==> src/rtl/prio_scan.sv <==
// Set-bit iterator: accepts a WIDTH-bit vector and streams the index of every set bit,
// LSB-first or MSB-first, one index per output handshake.
module prio_scan #(
  parameter int unsigned WIDTH = 24,
  parameter int unsigned IDXW  = $clog2(WIDTH)
) (
  input  logic             clk,
  input  logic             rst,
  input  logic             flush,
  input  logic             in_valid,
  output logic             in_ready,
  input  logic [WIDTH-1:0] in_vec,
  input  logic             in_dir,
  output logic             out_valid,
  input  logic             out_ready,
  output logic [IDXW-1:0]  out_idx,
  output logic             out_last,
  output logic             out_zero
);

  typedef enum logic [0:0] {StIdle, StEmit} state_e;

  state_e           state_q, state_d;
  logic [WIDTH-1:0] work_q, work_d;
  logic             dir_q, dir_d;

  logic [IDXW-1:0]  lo_idx, hi_idx;
  logic [WIDTH-1:0] clr_mask;
  logic             work_zero, work_onehot;
  logic             accept, out_hs;

  // Priority encoders: the last assignment in each loop wins.
  always_comb begin
    lo_idx = '0;
    hi_idx = '0;
    for (int i = int'(WIDTH) - 1; i >= 0; i--) begin
      if (work_q[i]) lo_idx = IDXW'(i);
    end
    for (int i = 0; i < int'(WIDTH); i++) begin
      if (work_q[i]) hi_idx = IDXW'(i);
    end
  end

  assign work_zero   = (work_q == '0);
  assign work_onehot = !work_zero && ((work_q & (work_q - WIDTH'(1))) == '0);

  always_ff @(posedge clk or posedge rst) begin
    if (rst) begin
      state_q <= StIdle;
      work_q  <= '0;
      dir_q   <= 1'b0;
    end else begin
      state_q <= state_d;
      work_q  <= work_d;
      dir_q   <= dir_d;
    end
  end

  // Beat fields depend only on registered state; only in_ready looks at out_ready/flush.
  always_comb begin
    out_valid = (state_q == StEmit);
    out_zero  = out_valid && work_zero;
    out_last  = out_valid && (work_zero || work_onehot);
    out_idx   = '0;
    if (out_valid) out_idx = dir_q ? hi_idx : lo_idx;
    in_ready  = !flush && ((state_q == StIdle) || (out_last && out_ready));
  end

  assign accept   = in_valid && in_ready;
  assign out_hs   = out_valid && out_ready;
  assign clr_mask = WIDTH'(1) << out_idx;

  always_comb begin
    state_d = state_q;
    work_d  = work_q;
    dir_d   = dir_q;
    if (flush) begin
      state_d = StIdle;
      work_d  = '0;
    end else begin
      unique case (state_q)
        StIdle: ;
        StEmit: begin
          if (out_hs) begin
            work_d = work_q & ~clr_mask;
            if (out_last) state_d = StIdle;
          end
        end
        default: state_d = StIdle;
      endcase
      // A new vector may replace the final beat in the same cycle.
      if (accept) begin
        work_d  = in_vec;
        dir_d   = in_dir;
        state_d = StEmit;
      end
    end
  end

endmodule

==> config.mk <==
export PLATFORM = sky130hd
export DESIGN_NAME = prio_scan
export DESIGN_NICKNAME = d
export VERILOG_FILES = /design/src/rtl/prio_scan.sv
export SDC_FILE = /design/constraint.sdc
export NUM_CORES = 1
export LEC_CHECK = 0
export ABC_AREA = 1
export CAP_MARGIN = 20
export CORE_MARGIN = 2
export CORE_UTILIZATION = 58
export DETAILED_ROUTE_END_ITERATION = 8
export GPL_ROUTABILITY_DRIVEN = 0
export GPL_TIMING_DRIVEN = 0
export HOLD_SLACK_MARGIN = 0.08
export PLACE_DENSITY = 0.86
export SYNTH_ARGS = -nofsm -noshare
export SYNTH_HDL_FRONTEND = slang
export SYNTH_SLANG_ARGS = --single-unit
==> constraint.sdc <==
create_clock -name clk -period 8.3 [get_ports clk]
set_clock_uncertainty 0.05 [all_clocks]
set_input_delay 2.075 -clock clk [delete_from_list [all_inputs] [get_ports clk]]
set_output_delay 2.075 -clock clk [all_outputs]
set_load 0.02 [all_outputs]
==> Word-level counts from Yosys, hierarchy flattened <==
Cells that the tools add are included.
{ "word_totals": {"regBits": 26, "in_bits": 30, "out_inout_bits": 9, "word_cells": 85} }
{ "classes": {"n_addsub": 1, "n_shift": 1, "mux": 58, "bitwise_logic": 5, "n_reduce_logical": 17} }
{ "ops": {"columns": ["operator", "n"], "rows": [
  ["two-way mux 5 bit", 48],
  ["two-way mux 24 bit", 4],
  ["AND 24 bit", 2],
  ["logical NOT 24 bit", 2],
  ["inverter 24 bit", 1],
  ["<< shifter 1 x 5 -> 24 bit (first input constant)", 1],
  ["subtractor 24 x 1 -> 24 bit (second input constant)", 1],
  ["logical AND 1 bit", 7],
  ["two-way mux 1 bit", 6],
  ["nonzero test 3 bit", 2],
  ["AND reduction 2 bit", 2],
  ["logical NOT 1 bit", 2],
  ["logical OR 1 bit", 2],
  ["inverter 1 bit", 2]
]} }

==> Longest topological paths before layout <==
{ "depth": {"ltp_word": 33, "mapped_depth": 32, "depth_no_buf": 32} }

==> Least setup slack after synthesis <==
No wires, ideal clock.
{ "synth_path": {"kind": "input-to-output", "from": "in out_ready", "to": "out in_ready", "t_arrival_ns": 2.428, "required_time_ns": 6.175, "setup_slack_ns": 3.747, "stages": 2, "n_path_buf": 0, "cell_sequence": "nand2_1 a21oi_2"} }
{ "synth_between": {"elab_chain_len": 3} }
{ "synth_lines": {"columns": ["element", "line", "source"], "rows": [
  ["start, declared", "15", "input logic out_ready,"],
  ["logical AND 1 bit", "66", "in_ready = !flush && ((state_q == StIdle) || (out_last && out_ready));"],
  ["logical OR 1 bit", "66", null],
  ["logical AND 1 bit", "66", null],
  ["end, declared", "11", "output logic in_ready,"]
]} }
Every way passes these cells.

==> Worst setup path in the final report <==
Ends and elaborated chain as after synthesis.

==> out/results.ini <==
[critical_path]
worstPathMaxFanout=2
endpoint_kind=output pin
crit_slowest_cell=clkdlybuf4s50_1
cp-start-kind=input port
critPathKind=input port to output pin
regToRegSetupSlack_ps=5000
cp.required_ps=6180
critPathTopFamily=buffers and inverters
crit_arrival_ps=3410
cpMostUsedCell=clkdlybuf4s50_1
crit_buf_inv=2
path_cells=clkdlybuf4s50_1 -> nand2_1 -> a21oi_2 -> clkdlybuf4s50_1
slowest_delay_ps=620

[pwr]
p_leak_uw=0.00157
worst_ir_drop_vdd_mv=0.161
power-per-cell-area_nw_per_um2=168

[final_layout]
final_cell_mix=197 x nand2_1, 48 x inv_1, 38 x clkdlybuf4s50_1
stdcell_count=498
finish.utilization_pct=76.4
area_delta_synth_final_pct=23.5
n_fill_cell=318
n_antenna_cell=0
fin_nets=481
drive_gt1_share_pct=6.67
final_common_cell=nand2_1

[clock_network]
cts-resized-gates=0
ctsLongestPathBuffers=2
cts.sinks=26
cts_buffers=3
cts_tree=built
clk_pin_slew_ps=100
post_cts_buffers=0
ctsHtreeMaxLevel=1
clock_latency_ps=280
root_buffer=clkbuf_8
holdBufCountCts=0

[grt]
overflow=0
grt_max_degree=18
grtUsageTotal_pct=33.0
grt_pass1_vias=2540
grt_antenna_before_repair=0
grt_pass1_wl_mm=11.1

[timing]
hold_slack_ps=501
finalCritPeriodShare_pct=66.7
worst_slack_ps=2760
fin_tns_setup_ps=0
worstMarginPinSlew_ps=934
slew_violations=0
fmax_ghz=0.181
slew_headroom_pct=37.2
rsz0062_at_grt=no
finalHoldViolCount=0
finalSetupViolCount=0
min_period_ps=5540

[place]
port_buffers=38
hpwl_mm=5.26
dp_cells=494
place_ws_ps=2770

[logic_synthesis]
synth_nets=436
synth_top_cell_by_area=nand2_1
ys_warn_count=0
ys_async_sr_fraction_pct=100
synth_cell_types=31
synth_edf_count=0
ys.flop_type=dfrtp_1
yosys.area.top_type_share_pct=31.9
syn_area_um2=2310
synth_cells=406
ys_ff_latch=26
avgSynthCellArea_um2=5.70
synth_seq_area_share_pct=28.1
synthTopCellsByArea=nand2_1 32%, dfrtp_1 28%, inv_1 7.8%, a21oi_1 3.9%, nand3_1 3.9%

[die]
dieWidth_um=67.2
dieHeight_um=67.2
dieArea_um2=4510
core_um2=3740
ios=39
start_util_pct=61.8
rows=22

[detailed_routing]
wl_mm=6.87
drtIter0Drc=225
drc_errors=0
avgRoutedWirePerCell_um=13.8
num_vias=2730
first_pass_iters=5
ant_nets=0
viasPerCell=5.48

[min_path]
hp-class=flop to flop

[run_status]
status=completed

[run]
maxCapViolations=0

-- per-layer routing --
metal | track usage [%] | share of wire [%]
met3 | 5.67 | 7.6
met4 | 8.67 | 1.5
met1 | 40.9 | 40
met5 | 0 | 0
met2 | 59.2 | 50
-- per-stage QoR --
stage,power [µW],instance area [µm²]
6_report,479,2860
5_1_grt,510,2860
4_1_cts,477,2860
3_5_place_dp,365,2790
3_3_place_gp,358,2760
2_1_floorplan,298,2310
-- state kept, by name (all words and copies together) (netlist names) --
signal / flops
out_valid: 1
work_q: 24
dir_q: 1
-- worst reg2reg max path, delay by kind of cell (launching register included) --
family,cells,cell delay (ps)
AND/OR/NAND/NOR,14,1760
AO/OA/AOI/OAI,2,280
buffers and inverters,4,650
flip-flops,1,470
-- worst paths after layout --
check,start,to,depth (start not counted)
worst max-delay path,out_ready,in_ready,4
worst min-delay path,work_q[0],work_q[0],2
worst max register to register,work_q[4],work_q[1],20
worst min register to register,work_q[0],work_q[0],2
max in group asynchronous,rst,work_q[23],3
min in group asynchronous,rst,work_q[3],2
-- cell usage after synthesis (all sizes together), types with 3 or more instances --
cell type	number
nand2	199
inv	53
nor2	29
dfrtp	26
a21oi	19
nand3	18
o21ai	15
nand4	9
o21bai	8
clkbuf	7
nor3	5
a211oi	3
clkinv	3
-- report_power, final --
group / switching, µW / total (µW) / internal, µW
registers: 14.9 / 151 / 136
logic: 138 / 217 / 78.6
clock network: 46.8 / 111 / 64.7
-- final cells by class --
cell class,instances,area (µm²),area share (%)
clock buffers,3,41.3,1.44
repair buffers,40,413,14.4
plain buffers,9,48.8,1.71
well taps,48,60.1,2.10
inverters,56,211,7.40
multi-input cells,315,1400,49.1
flip-flops and latches,26,651,22.8
clock inverters,1,30.0,1.05
-- cells by family (layout without fill, tap and decap cells) --
group	count (synthesis)	after routing	synth area share (%)
buffers and inverters	65	109	11.2
AO/OA/AOI/OAI	53	53	13.9
AND/OR/NAND/NOR	262	262	46.8
flip-flops	26	26	28.1
No activity file was read; power rests on OpenSTA's default activity.
